$ cat src/rtl/mips_ctrl_pkg.sv
// Shared constants and types for the multi-cycle MIPS controller:
// opcode/function fields, FSM state encoding, datapath select encodings
// and the one-hot instruction class consumed by the FSM.
package mips_ctrl_pkg;

   // Opcode field values
   localparam logic [5:0] OP_R   = 6'b000000;
   localparam logic [5:0] OP_ORI = 6'b001101;
   localparam logic [5:0] OP_LW  = 6'b100011;
   localparam logic [5:0] OP_SW  = 6'b101011;
   localparam logic [5:0] OP_BEQ = 6'b000100;
   localparam logic [5:0] OP_LUI = 6'b001111;
   localparam logic [5:0] OP_JAL = 6'b000011;

   // R-type function field values
   localparam logic [5:0] FN_NOP = 6'b000000;
   localparam logic [5:0] FN_ADD = 6'b100000;
   localparam logic [5:0] FN_SUB = 6'b100010;
   localparam logic [5:0] FN_JR  = 6'b001000;

   // Controller states; the numeric values are visible on the debug port
   typedef enum logic [2:0] {
      ST_IDLE   = 3'd0,
      ST_FETCH  = 3'd1,
      ST_DECODE = 3'd2,
      ST_EXEC   = 3'd3,
      ST_MEM    = 3'd4,
      ST_WB     = 3'd5
   } ctrl_state_t;

   // ALU operation codes (other codes reserved)
   localparam logic [2:0] ALU_ADD = 3'b000;
   localparam logic [2:0] ALU_SUB = 3'b001;
   localparam logic [2:0] ALU_OR  = 3'b011;

   // PC source select
   localparam logic [1:0] PC_PLUS4  = 2'd0;
   localparam logic [1:0] PC_GPR    = 2'd1;
   localparam logic [1:0] PC_JAL    = 2'd2;
   localparam logic [1:0] PC_BRANCH = 2'd3;

   // Destination register select
   localparam logic [1:0] RD_RT = 2'd0;
   localparam logic [1:0] RD_RD = 2'd1;
   localparam logic [1:0] RD_RA = 2'd2;

   // Write-back source select
   localparam logic [1:0] WB_ALU  = 2'd0;
   localparam logic [1:0] WB_MEM  = 2'd1;
   localparam logic [1:0] WB_IMM  = 2'd2;
   localparam logic [1:0] WB_LINK = 2'd3;

   // One-hot instruction class; all zero means unsupported encoding
   typedef struct packed {
      logic isAdd;
      logic isSub;
      logic isJr;
      logic isNop;
      logic isOri;
      logic isLw;
      logic isSw;
      logic isBeq;
      logic isLui;
      logic isJal;
   } instr_class_t;

   // Instructions that write a GPR through the WB state
   function automatic logic needsWb(input instr_class_t c);
      return c.isAdd | c.isSub | c.isOri | c.isLui;
   endfunction

endpackage

$ cat src/rtl/mc_ctrl_fsm_if.sv
// Controller-to-datapath/memory bundle. The master side is the controller,
// the slave side is the datapath plus instruction/data memories.
interface mc_ctrl_fsm_if #(
   parameter int ALUOP_W = 3,
   parameter int PCSRC_W = 2
);
   logic [5:0]         op;
   logic [5:0]         func;
   logic               alu_zero;
   logic               imem_ready;
   logic               dmem_ready;
   logic               stall;
   logic               imem_req;
   logic               dmem_req;
   logic               mem_write;
   logic               ir_write;
   logic               pc_write;
   logic [PCSRC_W-1:0] pc_src;
   logic               reg_write;
   logic [1:0]         reg_dst;
   logic [1:0]         wb_src;
   logic               alu_src_b;
   logic               ext_zero;
   logic [ALUOP_W-1:0] alu_op;
   logic               instr_done;
   logic               illegal_instr;
   logic [2:0]         state;

   modport master (
      input  op, func, alu_zero, imem_ready, dmem_ready, stall,
      output imem_req, dmem_req, mem_write, ir_write, pc_write, pc_src,
             reg_write, reg_dst, wb_src, alu_src_b, ext_zero, alu_op,
             instr_done, illegal_instr, state
   );

   modport slave (
      output op, func, alu_zero, imem_ready, dmem_ready, stall,
      input  imem_req, dmem_req, mem_write, ir_write, pc_write, pc_src,
             reg_write, reg_dst, wb_src, alu_src_b, ext_zero, alu_op,
             instr_done, illegal_instr, state
   );
endinterface

$ cat src/rtl/mips_instr_class.sv
// Combinational opcode/function decoder: maps the IR fields onto a one-hot
// instruction class and flags anything outside the supported subset.
module mips_instr_class
   import mips_ctrl_pkg::*;
(
   input  logic [5:0]   op,
   input  logic [5:0]   func,
   output instr_class_t iClass,
   output logic         illegal
);

   // Decode op first, then func for R-type encodings
   always_comb begin
      iClass  = '0;
      illegal = 1'b0;
      case (op)
         OP_R: begin
            case (func)
               FN_NOP:  iClass.isNop = 1'b1;
               FN_ADD:  iClass.isAdd = 1'b1;
               FN_SUB:  iClass.isSub = 1'b1;
               FN_JR:   iClass.isJr  = 1'b1;
               default: illegal      = 1'b1;
            endcase
         end
         OP_ORI:  iClass.isOri = 1'b1;
         OP_LW:   iClass.isLw  = 1'b1;
         OP_SW:   iClass.isSw  = 1'b1;
         OP_BEQ:  iClass.isBeq = 1'b1;
         OP_LUI:  iClass.isLui = 1'b1;
         OP_JAL:  iClass.isJal = 1'b1;
         default: illegal      = 1'b1;
      endcase
   end

endmodule

$ cat src/rtl/mc_ctrl_fsm.sv
// Multi-cycle MIPS controller. Sequences each instruction through
// FETCH/DECODE/EXEC/MEM/WB with ready handshakes to instruction and data
// memory, a freeze (stall) input and illegal-opcode reporting. Outputs are
// a decode of the current state plus the instruction class and handshake
// inputs, so they respond within the same cycle as ready/alu_zero/stall.
module mc_ctrl_fsm
   import mips_ctrl_pkg::*;
#(
   parameter int ALUOP_W  = 3,
   parameter int PCSRC_W  = 2,
   parameter bit NOP_FAST = 1'b1
) (
   input  logic             clk,
   input  logic             rst_n,
   mc_ctrl_fsm_if.master    bus
);

   ctrl_state_t  curState;
   instr_class_t iClass;
   logic         illegal;
   logic         retireInDecode;
   logic         stallNow;

   mips_instr_class uClass (
      .op      (bus.op),
      .func    (bus.func),
      .iClass  (iClass),
      .illegal (illegal)
   );

   assign stallNow = bus.stall;

   // jal/jr always finish in DECODE; nop/illegal do so only on the fast path
   assign retireInDecode = iClass.isJal | iClass.isJr |
                           (NOP_FAST & (iClass.isNop | illegal));

   // State register: stall freezes the sequence, reset wins over everything
   always_ff @(posedge clk or negedge rst_n) begin
      if (!rst_n) begin
         curState <= ST_IDLE;
      end else if (!stallNow) begin
         case (curState)
            ST_IDLE:   curState <= ST_FETCH;
            ST_FETCH:  if (bus.imem_ready) curState <= ST_DECODE;
            ST_DECODE: curState <= retireInDecode ? ST_FETCH : ST_EXEC;
            ST_EXEC: begin
               if (needsWb(iClass))               curState <= ST_WB;
               else if (iClass.isLw | iClass.isSw) curState <= ST_MEM;
               else                                curState <= ST_FETCH;
            end
            ST_MEM: begin
               if (bus.dmem_ready) curState <= iClass.isLw ? ST_WB : ST_FETCH;
            end
            ST_WB:     curState <= ST_FETCH;
            default:   curState <= ST_IDLE;
         endcase
      end
   end

   // Output decode: per-state controls, then the stall mask on write enables
   always_comb begin
      bus.imem_req      = 1'b0;
      bus.dmem_req      = 1'b0;
      bus.mem_write     = 1'b0;
      bus.ir_write      = 1'b0;
      bus.pc_write      = 1'b0;
      bus.pc_src        = PCSRC_W'(PC_PLUS4);
      bus.reg_write     = 1'b0;
      bus.reg_dst       = RD_RT;
      bus.wb_src        = WB_ALU;
      bus.alu_src_b     = 1'b0;
      bus.ext_zero      = 1'b0;
      bus.alu_op        = ALUOP_W'(ALU_ADD);
      bus.instr_done    = 1'b0;
      bus.illegal_instr = 1'b0;

      case (curState)
         ST_FETCH: begin
            bus.imem_req = 1'b1;
            if (bus.imem_ready) begin
               bus.ir_write = 1'b1;
               bus.pc_write = 1'b1;
            end
         end
         ST_DECODE: begin
            if (iClass.isJal) begin
               bus.pc_write   = 1'b1;
               bus.pc_src     = PCSRC_W'(PC_JAL);
               bus.reg_write  = 1'b1;
               bus.reg_dst    = RD_RA;
               bus.wb_src     = WB_LINK;
               bus.instr_done = 1'b1;
            end else if (iClass.isJr) begin
               bus.pc_write   = 1'b1;
               bus.pc_src     = PCSRC_W'(PC_GPR);
               bus.instr_done = 1'b1;
            end else if (retireInDecode) begin
               bus.instr_done = 1'b1;
            end
            // Held off while frozen so the report stays a single pulse
            bus.illegal_instr = illegal & ~stallNow;
         end
         ST_EXEC: begin
            if (iClass.isAdd) begin
               bus.alu_op = ALUOP_W'(ALU_ADD);
            end else if (iClass.isSub) begin
               bus.alu_op = ALUOP_W'(ALU_SUB);
            end else if (iClass.isOri) begin
               bus.alu_src_b = 1'b1;
               bus.ext_zero  = 1'b1;
               bus.alu_op    = ALUOP_W'(ALU_OR);
            end else if (iClass.isLw | iClass.isSw) begin
               bus.alu_src_b = 1'b1;
               bus.alu_op    = ALUOP_W'(ALU_ADD);
            end else if (iClass.isBeq) begin
               bus.alu_op     = ALUOP_W'(ALU_SUB);
               bus.pc_src     = PCSRC_W'(PC_BRANCH);
               bus.pc_write   = bus.alu_zero;
               bus.instr_done = 1'b1;
            end else if (!iClass.isLui) begin
               // Slow-path nop/illegal: retire here with no side effects
               bus.instr_done = 1'b1;
            end
         end
         ST_MEM: begin
            bus.dmem_req  = 1'b1;
            bus.mem_write = iClass.isSw;
            if (iClass.isSw && bus.dmem_ready) bus.instr_done = 1'b1;
         end
         ST_WB: begin
            bus.reg_write  = 1'b1;
            bus.instr_done = 1'b1;
            if (iClass.isAdd | iClass.isSub) begin
               bus.reg_dst = RD_RD;
               bus.wb_src  = WB_ALU;
            end else if (iClass.isLw) begin
               bus.wb_src  = WB_MEM;
            end else if (iClass.isLui) begin
               bus.wb_src  = WB_IMM;
            end
         end
         default: ;
      endcase

      // Freeze: no architectural updates; requests stay asserted
      if (stallNow) begin
         bus.pc_write   = 1'b0;
         bus.ir_write   = 1'b0;
         bus.reg_write  = 1'b0;
         bus.mem_write  = 1'b0;
         bus.instr_done = 1'b0;
      end
   end

   assign bus.state = curState;

endmodule

$ cat src/flat_wrapper.sv
// flat-port wrapper written by rule: the top's interface ports become plain ports
module mc_ctrl_fsm_flat import mips_ctrl_pkg::*;
#(
   parameter int ALUOP_W  = 3,
   parameter int PCSRC_W  = 2,
   parameter bit NOP_FAST = 1'b1
)
  (clk, rst_n, bus_op, bus_func, bus_alu_zero, bus_imem_ready, bus_dmem_ready, bus_stall, bus_imem_req, bus_dmem_req, bus_mem_write, bus_ir_write, bus_pc_write, bus_pc_src, bus_reg_write, bus_reg_dst, bus_wb_src, bus_alu_src_b, bus_ext_zero, bus_alu_op, bus_instr_done, bus_illegal_instr, bus_state);
  mc_ctrl_fsm_if #(.ALUOP_W(ALUOP_W), .PCSRC_W(PCSRC_W)) bus_i ();
  input  logic clk;
  input  logic rst_n;
  input wire logic [$bits(bus_i.op)-1:0] bus_op;
  input wire logic [$bits(bus_i.func)-1:0] bus_func;
  input wire logic [$bits(bus_i.alu_zero)-1:0] bus_alu_zero;
  input wire logic [$bits(bus_i.imem_ready)-1:0] bus_imem_ready;
  input wire logic [$bits(bus_i.dmem_ready)-1:0] bus_dmem_ready;
  input wire logic [$bits(bus_i.stall)-1:0] bus_stall;
  output wire logic [$bits(bus_i.imem_req)-1:0] bus_imem_req;
  output wire logic [$bits(bus_i.dmem_req)-1:0] bus_dmem_req;
  output wire logic [$bits(bus_i.mem_write)-1:0] bus_mem_write;
  output wire logic [$bits(bus_i.ir_write)-1:0] bus_ir_write;
  output wire logic [$bits(bus_i.pc_write)-1:0] bus_pc_write;
  output wire logic [$bits(bus_i.pc_src)-1:0] bus_pc_src;
  output wire logic [$bits(bus_i.reg_write)-1:0] bus_reg_write;
  output wire logic [$bits(bus_i.reg_dst)-1:0] bus_reg_dst;
  output wire logic [$bits(bus_i.wb_src)-1:0] bus_wb_src;
  output wire logic [$bits(bus_i.alu_src_b)-1:0] bus_alu_src_b;
  output wire logic [$bits(bus_i.ext_zero)-1:0] bus_ext_zero;
  output wire logic [$bits(bus_i.alu_op)-1:0] bus_alu_op;
  output wire logic [$bits(bus_i.instr_done)-1:0] bus_instr_done;
  output wire logic [$bits(bus_i.illegal_instr)-1:0] bus_illegal_instr;
  output wire logic [$bits(bus_i.state)-1:0] bus_state;
  assign bus_i.op = bus_op;
  assign bus_i.func = bus_func;
  assign bus_i.alu_zero = bus_alu_zero;
  assign bus_i.imem_ready = bus_imem_ready;
  assign bus_i.dmem_ready = bus_dmem_ready;
  assign bus_i.stall = bus_stall;
  assign bus_imem_req = bus_i.imem_req;
  assign bus_dmem_req = bus_i.dmem_req;
  assign bus_mem_write = bus_i.mem_write;
  assign bus_ir_write = bus_i.ir_write;
  assign bus_pc_write = bus_i.pc_write;
  assign bus_pc_src = bus_i.pc_src;
  assign bus_reg_write = bus_i.reg_write;
  assign bus_reg_dst = bus_i.reg_dst;
  assign bus_wb_src = bus_i.wb_src;
  assign bus_alu_src_b = bus_i.alu_src_b;
  assign bus_ext_zero = bus_i.ext_zero;
  assign bus_alu_op = bus_i.alu_op;
  assign bus_instr_done = bus_i.instr_done;
  assign bus_illegal_instr = bus_i.illegal_instr;
  assign bus_state = bus_i.state;
  mc_ctrl_fsm #(.ALUOP_W(ALUOP_W), .PCSRC_W(PCSRC_W), .NOP_FAST(NOP_FAST)) u_core (.clk(clk), .rst_n(rst_n), .bus(bus_i));
endmodule
$ cat config.mk
export PLATFORM = sky130hd
export DESIGN_NAME = mc_ctrl_fsm_flat
export DESIGN_NICKNAME = d
export VERILOG_FILES = /design/src/rtl/mips_ctrl_pkg.sv /design/src/rtl/mc_ctrl_fsm_if.sv /design/src/rtl/mips_instr_class.sv /design/src/rtl/mc_ctrl_fsm.sv /design/src/flat_wrapper.sv
export SDC_FILE = /design/constraint.sdc
export NUM_CORES = 1
export LEC_CHECK = 0
export CORE_AREA = 2 2 39 41
export CTS_CLUSTER_SIZE = 12
export DETAILED_ROUTE_END_ITERATION = 10
export DIE_AREA = 0 0 41 43
export DONT_BUFFER_PORTS = 1
export PLACE_DENSITY = 0.71
export SETUP_SLACK_MARGIN = 0.5
export SYNTH_ARGS = -nofsm -noshare
export SYNTH_HDL_FRONTEND = slang
export SYNTH_HIERARCHICAL = 1
export SYNTH_SLANG_ARGS = --single-unit
$ cat constraint.sdc
create_clock -name clk -period 4.65 [get_ports clk]
set_clock_uncertainty 0.15 [all_clocks]
set_input_delay 0.93 -clock clk [delete_from_list [all_inputs] [get_ports clk]]
set_output_delay 0.93 -clock clk [all_outputs]
set_load 0.02 [all_outputs]
==> reports/metrics.csv <==
metric,value,unit
status,"complete, no violations",
wire_per_inst,15.5,µm
hpwl,1.46,mm
ant_nets,0,
dr_total_vias,777,
cp-start-kind,input pin,
path_clk_slew,0.04,ns
cts_sinks,3,
p_sw,0.101,mW
cts_resized,0,
root_buffer,clkbuf_4,
ir_drop,263,µV
post_cts_buffers,0,
ys_types,48,
drt_iter0_drc,16,
worst_pin_slew,0.744,ns
hold_buffers,0,
mostFrequentLayoutCell,nor2_1,
pwr_density_cell,274,mW/mm²
slew_headroom,0.503,
p_clk_frac,0.234,
p_int,0.106,mW
yosys_warnings,6,
dr.pass1.iters,3,
p_leak,0.277,nW
final-setup-viol-count,0,
synthFlopType,dfrtp_1,
core_region_area,0.00138,mm²
rows,14,
overflow,0,
slew_viol_final,0,
cts_tree,done,
die_area,0.00176,mm²
cp.required,3.57,ns
p_sw_frac,0.488,
area_delta_synth_final,1.17,%
fin_cells,119,
final_cell_mix,"nor2_1, nor3_1, inv_1, nand2_1",
grt_max_degree,17,
finalCritPeriodShare,0.773,
crit_path_max_fanout,5,
async_flop_share,1.00,
start_util,0.539,
die_h,43,µm
die_w,41,µm
final_core_util,0.545,
criticalPathCategory,in -> out,
synth_edf_count,0,
syn_inst,104,
p_comb_frac,0.438,
arrival,2.51,ns
synth_area_leaders,"dfrtp_1, nor3_1, nor2_1",
cts_inserted_buffers,3,
cap_violations,0,
gp_congestion,0.835,
synth-seq-area-share,0.101,
htreeDepth,1,
netlist_area,746,µm²
reg2reg_depth,3,
grt_pass1_vias,666,
hold_class,in -> async,
synth_top_cell_by_area,dfrtp_1,
hold_violations,0,
min_period,3.59,ns
vias_per_cell,6.53,
grt_usage,0.215,
largest_register_ffs,3,
nets,124,
layout-drive-gt1-share,0.146,
drcViolationCount,0,
syn-num-nets,124,
grt_antenna_before_repair,0,
seq_power_share,0.327,
rsz0062_at_grt,no,
setup_tns,0,ns
avgSynthCellArea,7.17,µm²
synth_top_area_share,0.101,
place_inst,115,
ys_ff_latch,3,
clk_latency,0.24,ns
clock_path_buffers,2,
io_pins,40,
critPathCaptureType,primary output,
max_freq,278,MHz
portBuffers,0,
diodes,0,
drt_wl_total,1.84,mm
grt_pass1_wl,2.67,mm
stage by stage:
stage | setup WS [ns] | instance area (µm²) | total power [mW] | hold WS [ns]
after floorplan | 1.09 | 746 | 0.155 | 0.484
after global placement | 1.06 | 728 | 0.156 | 0.484
after detailed placement | 1.06 | 728 | 0.159 | 0.484
after CTS | 1.06 | 754 | 0.207 | 0.230
after global routing | 0.952 | 754 | 0.221 | 0.230
final | 1.06 | 754 | 0.207 | 0.232
synthesized netlist by cell type (3+ instances only):
library cell / instances
nand3b_1: 3
nor3b_1: 3
o21ai_0: 3
o31ai_1: 3
nand2_1: 7
inv_1: 7
nor2b_1: 3
nor2_1: 10
nor4_1: 3
and3_1: 3
nor3_1: 8
buf_4: 4
nor3b_2: 3
dfrtp_1: 3
critical path, cell delays in order:
cell,delay (ns)
nor4_2,0.31
and3_1,0.24
nand2b_2,0.09
nor3b_2,0.22
nor4_1,0.11
o22a_1,0.22
a211oi_2,0.39
power by group through the flow:
stage                     registers [mW]  logic [mW]  clock network [mW]
after floorplan                   0.0506       0.105                   0
after global placement            0.0666      0.0893                   0
after detailed placement          0.0679      0.0910                   0
after CTS                         0.0670      0.0911              0.0492
after global routing              0.0698       0.101              0.0501
final                             0.0678      0.0908              0.0485
logic make-up after synthesis:
| family | synth area share |
|---|---|
| and+or+nand+nor | 0.524 |
| AOI/OAI and AO/OA | 0.228 |
| buffers and inverters | 0.0956 |
| DFF | 0.101 |
| adders and majority gates | 0.0336 |
| muxes | 0.0134 |
| other | 0.00503 |
final timing paths:
check	to	from	slack, ns
max reg2reg	u_core/bus.state[2]$_DFFE_PN0P_	u_core/bus.state[1]$_DFFE_PN0P_	2.78
min in group clk	u_core/bus.state[1]$_DFFE_PN0P_	bus_stall	0.68
min	u_core/bus.state[1]$_DFFE_PN0P_	rst_n	0.23
min reg2reg	u_core/bus.state[0]$_DFFE_PN0P_	u_core/bus.state[0]$_DFFE_PN0P_	0.70
max in group asynchronous	u_core/bus.state[2]$_DFFE_PN0P_	rst_n	4.05
max	bus_instr_done	bus_op[5]	1.06
metal layers:
metal  GRT usage  share of wire
met1       0.259           0.45
met5           0              0
met3      0.0576          0.081
met4      0.0800          0.011
met2       0.347           0.46
area by class of cell:
| type | count | area [µm²] |
|---|---|---|
| Fill cell | 142 | 629 |
| Multi-Input combinational cell | 88 | 599 |
| Clock buffer | 4 | 26.3 |
| Inverter | 7 | 26.3 |
| Timing Repair Buffer | 1 | 7.51 |
| Tap cell | 16 | 20.0 |
| Sequential cell | 3 | 75.1 |
Note: power is estimated with default switching activity, not from simulation.
